<file path="src/rtl/wiper_speed_ctrl.sv">
// -----------------------------------------------------------------------------
// wiper_speed_ctrl
//
// Rain-driven windshield wiper speed controller.
//
// A free-running prescaler divides clk_2 down to a sample tick. On every
// sample edge the rain-sensor vector is popcounted, and the count is mapped
// to a candidate speed (off / slow / fast). A new speed is committed only
// after the same candidate has been seen on PERSIST consecutive ticks, which
// filters out single-tick glitches on the sensors. A manual override forces
// the speed directly on every clock, and freeze stalls the whole block.
//
// Parameters:
//   NSENS    number of rain-sensor inputs (1..15)
//   DIV      clk_2 cycles per sample tick (>= 2)
//   TH_SLOW  minimum drop count for slow speed
//   TH_FAST  minimum drop count for fast speed
//   PERSIST  consecutive ticks a new candidate must hold before commit (1..15)
//
// Ports:
//   clk_2         in   system clock
//   reset         in   asynchronous active-high reset, clears all state
//   freeze        in   1 = stall prescaler, persistence and manual path
//   rain          in   one bit per sensor, 1 = drop detected
//   manual        in   1 = manual override mode
//   manual_level  in   manual speed request, 3 is treated as 2
//   wiper         out  committed speed: 0 off, 1 slow, 2 fast
//   drop_count    out  popcount of rain captured at the last sample edge
//   sample_tick   out  one-cycle pulse in the cycle after each sample edge
//   changed       out  one-cycle pulse in the cycle after wiper changes
// -----------------------------------------------------------------------------
module wiper_speed_ctrl #(
  parameter int NSENS   = 5,
  parameter int DIV     = 4,
  parameter int TH_SLOW = 3,
  parameter int TH_FAST = 5,
  parameter int PERSIST = 2
) (
  input  logic                           clk_2,
  input  logic                           reset,
  input  logic                           freeze,
  input  logic [NSENS-1:0]               rain,
  input  logic                           manual,
  input  logic [1:0]                     manual_level,
  output logic [1:0]                     wiper,
  output logic [$clog2(NSENS+1)-1:0]     drop_count,
  output logic                           sample_tick,
  output logic                           changed
);

  // Width of the drop counter: wide enough that a popcount of all NSENS
  // sensors can never overflow.
  localparam int CW = $clog2(NSENS + 1);

  // Width of the prescaler; DIV is at least 2 so this is at least 1 bit.
  localparam int PW = (DIV > 2) ? $clog2(DIV) : 1;

  localparam logic [PW-1:0] PRESC_LAST = PW'(DIV - 1);
  localparam logic [CW-1:0] TH_SLOW_C  = CW'(TH_SLOW);
  localparam logic [CW-1:0] TH_FAST_C  = CW'(TH_FAST);

  // The persistence counter never needs to exceed PERSIST, which fits in
  // four bits for the whole legal range.
  localparam logic [3:0]    PERSIST_C  = 4'(PERSIST);

  typedef enum logic [1:0] {
    SPD_OFF  = 2'd0,
    SPD_SLOW = 2'd1,
    SPD_FAST = 2'd2
  } speed_t;

  logic [PW-1:0] prescaler;
  logic          sample_edge;
  logic [CW-1:0] popcount;
  speed_t        cand;
  speed_t        manual_speed;

  speed_t        state;
  speed_t        state_next;
  speed_t        pending;
  speed_t        pending_next;
  logic [3:0]    pc;
  logic [3:0]    pc_next;
  logic [3:0]    pc_inc;

  // Prescaler: counts 0..DIV-1 while not frozen. Freezing simply holds the
  // current phase, so ticks resume exactly where they left off.
  always_ff @(posedge clk_2 or posedge reset) begin
    if (reset) begin
      prescaler <= '0;
    end else if (!freeze) begin
      if (prescaler == PRESC_LAST) begin
        prescaler <= '0;
      end else begin
        prescaler <= prescaler + PW'(1);
      end
    end
  end

  // The clock edge on which the prescaler sits at its last value is the
  // sample edge. Freeze masks it so nothing downstream moves.
  assign sample_edge = !freeze && (prescaler == PRESC_LAST);

  // Population count of the sensor vector.
  always_comb begin
    popcount = '0;
    for (int i = 0; i < NSENS; i++) begin
      popcount = popcount + CW'(rain[i]);
    end
  end

  // Map the drop count to a candidate speed. Fast is checked first so it
  // wins when both thresholds are met.
  always_comb begin
    cand = SPD_OFF;
    if (popcount >= TH_FAST_C) begin
      cand = SPD_FAST;
    end else if (popcount >= TH_SLOW_C) begin
      cand = SPD_SLOW;
    end
  end

  // Manual request decode: level 3 saturates to fast so the wiper output
  // can never show the illegal code 3.
  always_comb begin
    manual_speed = SPD_OFF;
    case (manual_level)
      2'd0:    manual_speed = SPD_OFF;
      2'd1:    manual_speed = SPD_SLOW;
      default: manual_speed = SPD_FAST;
    endcase
  end

  assign pc_inc = pc + 4'd1;

  // Speed state register together with the persistence bookkeeping
  // (pending candidate and how many consecutive ticks it has been seen).
  always_ff @(posedge clk_2 or posedge reset) begin
    if (reset) begin
      state   <= SPD_OFF;
      pending <= SPD_OFF;
      pc      <= '0;
    end else begin
      state   <= state_next;
      pending <= pending_next;
      pc      <= pc_next;
    end
  end

  // Next-state logic. Manual mode overrides the wiper on every clock and
  // keeps the persistence counter cleared, so returning to auto always
  // starts a fresh persistence window. In auto mode the speed only moves on
  // sample edges, and a candidate must repeat PERSIST times in a row; a
  // different candidate in between restarts the count from one. Any speed
  // can jump directly to any other, including off straight to fast.
  always_comb begin
    state_next   = state;
    pending_next = pending;
    pc_next      = pc;
    if (!freeze) begin
      if (manual) begin
        state_next = manual_speed;
        pc_next    = '0;
      end else if (sample_edge) begin
        if (cand == state) begin
          pc_next = '0;
        end else if ((pc == 4'd0) || (cand != pending)) begin
          pending_next = cand;
          if (PERSIST_C == 4'd1) begin
            state_next = cand;
            pc_next    = '0;
          end else begin
            pc_next = 4'd1;
          end
        end else begin
          if (pc_inc == PERSIST_C) begin
            state_next = cand;
            pc_next    = '0;
          end else begin
            pc_next = pc_inc;
          end
        end
      end
    end
  end

  // Registered status outputs. They update on the same edge as the speed
  // state so everything a sample produces becomes visible together one
  // cycle later. Both pulses naturally drop to zero while frozen because
  // neither a sample edge nor a speed change can happen then.
  always_ff @(posedge clk_2 or posedge reset) begin
    if (reset) begin
      drop_count  <= '0;
      sample_tick <= 1'b0;
      changed     <= 1'b0;
    end else begin
      if (sample_edge) begin
        drop_count <= popcount;
      end
      sample_tick <= sample_edge;
      changed     <= (state_next != state);
    end
  end

  assign wiper = state;

endmodule

</file>
<file path="config.mk">
export PLATFORM = sky130hd
export DESIGN_NAME = wiper_speed_ctrl
export DESIGN_NICKNAME = d
export VERILOG_FILES = /design/src/rtl/wiper_speed_ctrl.sv
export SDC_FILE = /design/constraint.sdc
export NUM_CORES = 1
export LEC_CHECK = 0
export ABC_AREA = 0
export CAP_MARGIN = 10
export CORE_ASPECT_RATIO = 0.8
export CORE_MARGIN = 3
export CORE_UTILIZATION = 58
export CTS_BUF_LIST = sky130_fd_sc_hd__clkbuf_4
export DETAILED_ROUTE_END_ITERATION = 10
export GPL_TIMING_DRIVEN = 0
export PLACE_DENSITY_LB_ADDON = 0.12
export SYNTH_ARGS = -nofsm -noshare
export SYNTH_HDL_FRONTEND = slang
export SYNTH_SLANG_ARGS = --single-unit
</file>
<file path="constraint.sdc">
create_clock -name clk_2 -period 4.7 [get_ports clk_2]
set_input_delay 0.94 -clock clk_2 [delete_from_list [all_inputs] [get_ports clk_2]]
set_output_delay 0.94 -clock clk_2 [all_outputs]
set_load 0.01 [all_outputs]
</file>
* Word-level counts from Yosys, hierarchy flattened *
Cells that the tools add are included.

storage, ports and cells
  bits in read-only memories = 0
  flip-flop bits (word level) = 15
  word-level logic and storage cells = 47
  input port bits = 11
  bits in latches = 0
  memory bits (writable) = 0
  memories = 0
  output and inout port bits = 7

operators by class
  multiplexer cells = 15
  shift operators = 0
  add/subtract/negate cells = 6
  bitwise logic cells = 3
  reductions and logical operators = 8
  multipliers = 0
  div/mod/pow operators = 0
  eq/ne operators = 6
  order comparisons = 2

operator list
  cell                 count
  $mux 4               5
  $mux 2               8
  $add 3x1->3          2
  $reduce_and 5->1     1
  $add 4x1->4 const B  1
  $eq 4x2->1 const B   1
  $logic_not 4->1      1
  $ne 2x2->1           2
  $pmux 2 s2           1
  $add 2x1->3          1
  $ge 3x2->1 const B   1
  $ge 3x3->1 const B   1
  $not 1->1            3
  $add 1x1->2          1
  $add 2x1->2 const B  1
  $eq 2x1->1 const B   1
  $eq 2x2->1           1
  $eq 2x2->1 const B   1
  $logic_not 2->1      1
  $reduce_and 2->1     1
  $reduce_bool 2->1    1
  $logic_and 1x1->1    1
  $logic_not 1->1      1
  $logic_or 1x1->1     1
  $mux 1               1

* Depth between registers and ports, before layout *
Gate-level depths: netlist of run 1.

  depth after elaboration = 15
  gate-level depth with buffers = 10
  gate-level depth less buffers = 10

* Least setup slack after synthesis of run 1 *
OpenSTA, ideal clock, no wires.

  path kind = input to register
  start point = input port rain[0]
  end point = register state[0], in the netlist wiper[0]
  path slack = 1.242 ns
  buffers on the path = 0
  setup time = 0.124 ns
  data required time = 4.576 ns
  arrival = 3.334 ns
  cell stages on the path = 10
  cells stage by stage = inv_1 -> fa_1 -> fa_1 -> inv_1 -> ha_1 -> inv_2 -> or4b_4 -> a32oi_4 -> a311oi_1 -> a211o_1

on the way
  cells in the longest elaborated chain, start to end = 14
  elaborated cells between the ends (all ways) = 17
  classes of those cells = add/sub (4); order compare (2); eq/ne (2); mux (8); reduce/logical (1)

RTL lines
  item                         line  source
  start: declaration           42    input logic [NSENS-1:0] rain,
  $add 1x1->2 *                108   popcount = popcount + CW'(rain[i]);
  $add 2x1->3 *                108
  $add 3x1->3 * (2 in series)  108
  net popcount[2]              74    logic [CW-1:0] popcount;
  $ge 3x2->1                   118   end else if (popcount >= TH_SLOW_C) begin
  $mux 1                       118
  $mux 2 *                     116   if (popcount >= TH_FAST_C) begin
  $ne 2x2->1                   167   end else if ((pc == 4'd0) || (cand != pending)) begin
  $logic_or 1x1->1             167
  $mux 2                       167
  $mux 2 *                     165   if (cand == state) begin
  $mux 2 *                     164   end else if (sample_edge) begin
  $mux 2 *                     161   if (manual) begin
  $mux 2 *                     160   if (!freeze) begin
  net state_next[0]            79    speed_t state_next;
  end signal: assignment       144   state <= state_next;
  end: declaration             78    speed_t state;

The timed path passes the listed nets; every way through them passes the cells marked *.
A chain may end at the register's enable or synchronous reset.

* Final worst setup path of run 1 *
  start point = input port rain[1]
  end point = register pc[0]

on the way
  cells in the longest elaborated chain, start to end = 13
  elaborated cells between the ends (all ways) = 15
  classes of those cells = add/sub (4); order compare (2); eq/ne (2); mux (6); reduce/logical (1)

RTL lines
  item                         line  source
  $add 1x1->2 *                108
  $add 2x1->3 *                108
  $add 3x1->3 * (2 in series)  108
  net popcount[2]              74
  $ge 3x2->1                   118
  $mux 1                       118
  $mux 2 *                     116
  $ne 2x2->1                   167
  $logic_or 1x1->1             167
  $mux 4                       167
  $mux 4 *                     165
  $mux 4 *                     164
  $mux 4 *                     161
  end signal: assignment       146   pc <= pc_next;
  end: declaration             82    logic [3:0] pc;

The timed path passes the listed nets; every way through them passes the cells marked *. The select of a mux whose other input is x is not followed.

==> results.sh, run 1 <==
export IMPL_coreArea_um2=1690
export IMPL_final_antenna_net_count=0
export IMPL_cp_end_kind="flop"
export IMPL_layout_common_cells="inv_1, clkdlybuf4s50_1, dfrtp_1, nand2_1, nor2_1"
export IMPL_start_kind="input pin"
export IMPL_die_area_um2=2410
export IMPL_wl_um=2340
export IMPL_syn_nets=133
export IMPL_place_gp_congestion=0.905
export IMPL_die_w_um=54.1
export IMPL_initial_utilization=0.635
export IMPL_synth_compound_area_frac=0.197
export IMPL_drt_iter0_drc=32
export IMPL_num_vias=943
export IMPL_antenna_cells=0
export IMPL_clock_latency_ns=0.30
export IMPL_synth_area_leaders="dfrtp_1, inv_1, ha_1, nand2_1, fa_1"
export IMPL_fin_crit_sh=0.816
export IMPL_n_fill_cell=126
export IMPL_pwr_share_comb=0.436
export IMPL_cts_resized=0
export IMPL_power_frac_clock=0.159
export IMPL_std_cell_rows=13
export IMPL_rsz0062_at_grt="no"
export IMPL_gr_total_overflow=0
export IMPL_arrival_ns=4.03
export IMPL_synthAdderAreaFrac=0.0955
export IMPL_synth_top_family_by_area="simple AND/OR/NAND/NOR gates"
export IMPL_peakVddDrop_mv=0.305
export IMPL_io_pins=18
export IMPL_regArea_um2=375
export IMPL_required_ns=4.89
export IMPL_crit_fanout=9
export IMPL_grt_pass1_vias=904
export IMPL_die_height_um=44.5
export IMPL_dp_cells=153
export IMPL_drc=0
export IMPL_crit_chain="clkdlybuf4s50_1 > inv_1 > fa_1 > fa_1 > inv_1 > ha_1 > inv_2 > or4b_4 > a32oi_4 > o21ai_1 > a32o_1"
export IMPL_p_int_mw=0.300
export IMPL_critPathMaxStageDelay_ns=0.53
export IMPL_crit_type="input pin to flop"
export IMPL_slew_headroom=0.622
export IMPL_syn_to_final_growth_pct=20.0
export IMPL_leakage_nw=0.575
export IMPL_period_needed_ns=3.84
export IMPL_hp_class="flop to flop"
export IMPL_cts_buffers=3
export IMPL_final_nets=154
export IMPL_post_route_util=0.763
export IMPL_syn_avg_cell_area_um2=9.35
export IMPL_dr_pass1_iters=4
export IMPL_finalHoldViolCount=0
export IMPL_cap_violations=0
export IMPL_synth_top_cell_area_share=0.349
export IMPL_cts_tree="yes"
export IMPL_yosysSeqAreaShare=0.349
export IMPL_clk_pin_slew_ns=0.09
export IMPL_ctsRootBufferMaster="clkbuf_4"
export IMPL_synth_area_leader_cell="dfrtp_1"
export IMPL_worst_pin_slew_ns=0.566
export IMPL_routed_via_density=6.01
export IMPL_hold_buffers=0
export IMPL_cts_sinks=15
export IMPL_multi_input_area_um2=621
export IMPL_grt_max_degree=16
export IMPL_place_hpwl_um=1870
export IMPL_io_buffer_count=16
export IMPL_post_drt_wl_per_cell_um=14.9
export IMPL_stdcell_count=157
export IMPL_fmaxAchievable_ghz=0.261
export IMPL_clock_path_buffers=2
export IMPL_post_cts_buffers=0
export IMPL_yosysWarnings=0
export IMPL_yosys_area_share_simple=0.246
export IMPL_switchingPower_mw=0.181
export IMPL_cpMaxStageDelayCell="or4b_4"
export IMPL_grt_pass1_wl_um=3910
export IMPL_antenna_found_initial=0
export IMPL_yosysUniqueCellTypes=43
export IMPL_synth_xor_area_share=0.00815
export IMPL_setup_violations=0
export IMPL_drv_slew=0
export IMPL_p_seq_frac=0.404
export IMPL_swShare=0.376
export IMPL_synth_seq_cells=15
export IMPL_tns_ns=0
export IMPL_syn_inst=115
export IMPL_grt_usage=0.229
export IMPL_status="complete, no violations"
export IMPL_syn_cell_area_um2=1070
export IMPL_clock_skew_ns=0.00139
export IMPL_ctsHtreeMaxLevel=1
export IMPL_layout_drive_gt1_share=0.0889
export IMPL_mostFrequentLayoutCell="inv_1"
export IMPL_synth_mux_area_frac=0.0314
export IMPL_power_density_nw_per_um2=372
-- metrics by stage --
stage	hold slack (ns)	area [µm²]	total power, mW	setup slack, ns
6_report	0.491	1290	0.480	0.863
3_5_place_dp	0.471	1260	0.405	0.557
4_1_cts	0.492	1290	0.483	0.880
5_1_grt	0.510	1290	0.514	0.687
3_3_place_gp	0.461	1260	0.392	0.623
2_1_floorplan	0.480	1070	0.326	1.24
-- cell type report --
class,count,share of cell area
clock buffers,3,0.0175
plain buffers,2,0.00582
clock inverters,1,0.00388
repair buffers,16,0.124
inverters,19,0.0553
multi-input cells,79,0.481
flip-flops and latches,15,0.291
well taps,22,0.0213
-- power groups by stage --
stage	registers, mW	clock network (mW)	logic (mW)
floorplan	0.199	0	0.127
global placement	0.193	0	0.199
detailed placement	0.197	0	0.208
CTS	0.194	0.0798	0.209
global route	0.198	0.0832	0.232
finish	0.194	0.0766	0.210
-- synth_stat cells, drive strengths merged --
master	instances
a211o	1
a211oi	1
a21o	1
a22oi	1
a311oi	1
a32o	2
a32oi	1
and2	3
and3	1
and3b	2
and4b	1
clkbuf	2
dfrtp	15
fa	2
ha	5
inv	19
mux2	3
nand2	11
nand2b	2
nand3	3
nand4b	2
nand4bb	1
nor2	6
nor2b	3
nor3	3
nor3b	2
o2111ai	1
o211ai	3
o21ai	7
o21bai	1
o311ai	2
o32ai	1
o41ai	1
or2	1
or4	1
or4b	2
xnor2	1
-- kinds of logic after synthesis --
logic type | Yosys count
adders and majority gates | 7
xor gates and xnor gates | 1
DFF | 15
and+or+nand+nor | 44
AOI/OAI and AO/OA | 24
buffers and inverters | 21
muxes | 3
-- flip-flops by register name (all words and copies together), names as in the netlist --
signal	cells
pending	2
prescaler	2
drop_count	3
pc	4
wiper	2
sample_tick	1
changed	1
-- path summary, 6_finish.rpt --
kind,start,end,slack [ns],cells after the start
hold / removal,drop_count[1]$_DFFE_PP0P_,drop_count[1]$_DFFE_PP0P_,0.49,2
max in group asynchronous,reset,wiper[1]$_DFF_PP0_,3.34,2
hold reg to reg,drop_count[1]$_DFFE_PP0P_,drop_count[1]$_DFFE_PP0P_,0.49,2
setup / recovery,rain[1],pc[0]$_DFFE_PP0P_,0.86,11
min in group asynchronous,reset,prescaler[1]$_DFFE_PP0N_,0.99,2
setup reg to reg,wiper[0]$_DFF_PP0_,pending[0]$_DFFE_PP0P_,2.70,6
-- per-layer routing --
| metal | track usage | wire length (µm) | vias up |
|---|---|---|---|
| met1 | 0.278 | 983 | 445 |
| met4 | 0.0995 | 44 | 0 |
| met2 | 0.375 | 1140 | 44 |
| met3 | 0.0640 | 176 | 7 |
| met5 | 0 | 0 | - |
| li1 | - | - | 447 |
-- worst max-delay path, delay by kind of cell --
family / cells / cell delay [ns]
buffers and inverters: 4 / 0.69
AO/OA/AOI/OAI: 3 / 0.75
adder cells (fa/ha/maj): 3 / 1.10
AND/OR/NAND/NOR: 1 / 0.53
No activity file was read; power rests on OpenSTA's default activity.
==> inputs of run 2 (changes only) <==
--- a/config.mk
+++ b/config.mk
@@ -9,7 +9,7 @@
 export CAP_MARGIN = 10
 export CORE_ASPECT_RATIO = 0.8
 export CORE_MARGIN = 3
-export CORE_UTILIZATION = 58
+export CORE_UTILIZATION = 49
 export CTS_BUF_LIST = sky130_fd_sc_hd__clkbuf_4
 export DETAILED_ROUTE_END_ITERATION = 10
 export GPL_TIMING_DRIVEN = 0
==> constraint.sdc (replaced) <==
create_clock -name clk_2 -period 3.5 [get_ports clk_2]
set_input_delay 0.7 -clock clk_2 [delete_from_list [all_inputs] [get_ports clk_2]]
set_output_delay 0.7 -clock clk_2 [all_outputs]
set_load 0.01 [all_outputs]
==> results.sh, run 2 (synthesis gave the netlist of run 1 again) <==
export IMPL_cts_sinks=15
export IMPL_wl_um=2390
export IMPL_antenna_cells=0
export IMPL_critPathMaxStageDelay_ns=0.56
export IMPL_io_buffer_count=16
export IMPL_regToRegSetupSlack_ns=1.50
export IMPL_worst_path_stages=9
export IMPL_cap_violations=0
export IMPL_ctsHtreeMaxLevel=1
export IMPL_slew_headroom=0.612
export IMPL_cts_tree="yes"
export IMPL_hp_class="flop to flop"
export IMPL_grt_pass1_wl_um=3930
export IMPL_clk_pin_slew_ns=0.10
export IMPL_grt_usage=0.191
export IMPL_post_route_util=0.686
export IMPL_fin_crit_sh=0.975
export IMPL_post_drt_wl_per_cell_um=14.6
export IMPL_clock_latency_ns=0.29
export IMPL_routed_via_density=5.90
export IMPL_layout_common_cells="inv_1, clkdlybuf4s50_1, dfrtp_1, nand2_1, nor2_1"
export IMPL_clock_skew_ns=0.00347
export IMPL_crit_start="rain[3]"
export IMPL_mostFrequentLayoutCell="inv_1"
export IMPL_std_cell_rows=14
export IMPL_peakVddDrop_mv=0.362
export IMPL_start_kind="input pin"
export IMPL_die_height_um=47.9
export IMPL_status="complete, no violations"
export IMPL_leakage_nw=0.611
export IMPL_finalHoldViolCount=0
export IMPL_ctsRootBufferMaster="clkbuf_4"
export IMPL_io_pins=18
export IMPL_worst_r2r_path_depth=6
export IMPL_clock_path_buffers=2
export IMPL_setup_violations=0
export IMPL_antenna_found_initial=0
export IMPL_layout_drive_gt1_share=0.171
export IMPL_cts_buffers=3
export IMPL_regMostFlops="pc"
export IMPL_period_needed_ns=3.41
export IMPL_gr_total_overflow=0
export IMPL_largest_reg_flops=4
export IMPL_rsz0062_at_grt="no"
export IMPL_largestRegisters="pc x4, drop_count x3"
export IMPL_place_hpwl_um=1850
export IMPL_setup_worst_path_end="wiper[0]$_DFF_PP0_"
export IMPL_final_antenna_net_count=0
export IMPL_drt_iter0_drc=37
export IMPL_crit_fanout=8
export IMPL_arrival_ns=3.60
export IMPL_grt_max_degree=16
export IMPL_required_ns=3.68
export IMPL_power_density_nw_per_um2=497
export IMPL_dr_pass1_iters=4
export IMPL_drv_slew=0
export IMPL_worst_pin_slew_ns=0.582
export IMPL_timing_rr_end="wiper[0]$_DFF_PP0_"
export IMPL_die_w_um=58.4
export IMPL_place_gp_congestion=0.847
export IMPL_crit_family="adder cells"
export IMPL_grt_pass1_vias=915
export IMPL_die_area_um2=2790
export IMPL_coreArea_um2=1980
export IMPL_syn_to_final_growth_pct=26.4
export IMPL_total_power_mw=0.675
export IMPL_initial_utilization=0.543
export IMPL_cpMaxStageDelayCell="fa_1"
export IMPL_crit_chain="clkdlybuf4s50_1 > inv_1 > fa_1 > fa_2 > nor2b_4 > or4b_4 > a32oi_4 > a311oi_1 > a211o_1"
export IMPL_hold_buffers=0
export IMPL_r2r_start="pc[0]$_DFFE_PP0P_"
export IMPL_drc=0
export IMPL_cp_end_kind="flop"
export IMPL_final_nets=159
export IMPL_num_vias=967
export IMPL_path_buf_inv=2
export IMPL_crit_type="input pin to flop"
export IMPL_fmaxAchievable_ghz=0.293
==> run 2: worst min-delay path by stage <==
stage                         startpoint                   endpoint  cells past startpoint
2_1_floorplan   prescaler[0]$_DFFE_PP0N_   prescaler[0]$_DFFE_PP0N_                      1
3_3_place_gp   drop_count[1]$_DFFE_PP0P_  drop_count[1]$_DFFE_PP0P_                      2
3_5_place_dp   drop_count[1]$_DFFE_PP0P_  drop_count[1]$_DFFE_PP0P_                      2
4_1_cts        drop_count[1]$_DFFE_PP0P_  drop_count[1]$_DFFE_PP0P_                      2
5_1_grt        drop_count[2]$_DFFE_PP0P_  drop_count[2]$_DFFE_PP0P_                      2
6_report       drop_count[1]$_DFFE_PP0P_  drop_count[1]$_DFFE_PP0P_                      2
==> run 2: stage by stage <==
step	hold WS (ns)	instance area, µm²	std cells	TNS (ns)	setup slack, ns
final	0.486	1360	164	0	0.0866
after global routing	0.527	1360	164	0	0.00295
after CTS	0.494	1340	163	0	0.0134
after detailed placement	0.470	1260	155	-3.01	-0.437
after global placement	0.461	1260	155	-2.31	-0.345
after floorplan	0.480	1070	115	0	0.282
==> run 2: power by group <==
part	internal (mW)	switching (mW)	total [mW]	leakage, nW
combinational	0.161	0.150	0.311	0.399
sequential	0.222	0.0380	0.260	0.195
clock	0.0425	0.0616	0.104	0.0177
total	0.425	0.250	0.675	0.611
==> run 2: metal layers <==
layer	global-route usage	share of wire	vias to the layer above	routed length, µm
li1	-	-	459	-
met3	0.0593	0.079	2	189
met2	0.321	0.46	46	1110
met1	0.239	0.45	460	1080
met4	0.0602	0.0042	0	10
met5	0	0	-	0
==> run 2: final cells by class <==
cell class	count	area, µm²
clock inverter	1	5.00
fill	148	621
buffer	2	7.51
clock buffer	3	22.5
tap	24	30.0
inverter	19	71.3
multi-input combinational	79	649
timing repair buffer	21	198
sequential	15	375
==> run 2: tightest hold or removal path, cell delays in order, from the launching register on <==
cell,delay (ns)
dfrtp_1,0.35
nand2_1,0.04
o21ai_0,0.06
==> run 2: what timing repair did <==
item	4_1_cts	5_1_grt
buffers inserted	4	1
pin swaps	2	6
gates resized for setup	3	6
setup endpoints to repair	5	8
==> inputs of run 3 (changes only) <==
--- a/config.mk
+++ b/config.mk
@@ -9,7 +9,7 @@
 export CAP_MARGIN = 10
 export CORE_ASPECT_RATIO = 0.8
 export CORE_MARGIN = 3
-export CORE_UTILIZATION = 49
+export CORE_UTILIZATION = 58
 export CTS_BUF_LIST = sky130_fd_sc_hd__clkbuf_4
 export DETAILED_ROUTE_END_ITERATION = 10
 export GPL_TIMING_DRIVEN = 0
==> constraint.sdc (replaced) <==
create_clock -name clk_2 -period 4.4 [get_ports clk_2]
set_input_delay 0.88 -clock clk_2 [delete_from_list [all_inputs] [get_ports clk_2]]
set_output_delay 0.88 -clock clk_2 [all_outputs]
set_load 0.01 [all_outputs]
==> results of run 3 <==
Same layout as run 1 (identical final DEF). Status: complete, no violations.
Among the figures that moved: setup slack after placement 0.557 ns -> 0.317 ns; setup slack after layout 0.863 ns -> 0.623 ns; register-to-register setup slack 2.70 ns -> 2.40 ns; total power 0.480 mW -> 0.513 mW; worst IR drop on VDD 0.305 mV -> 0.326 mV
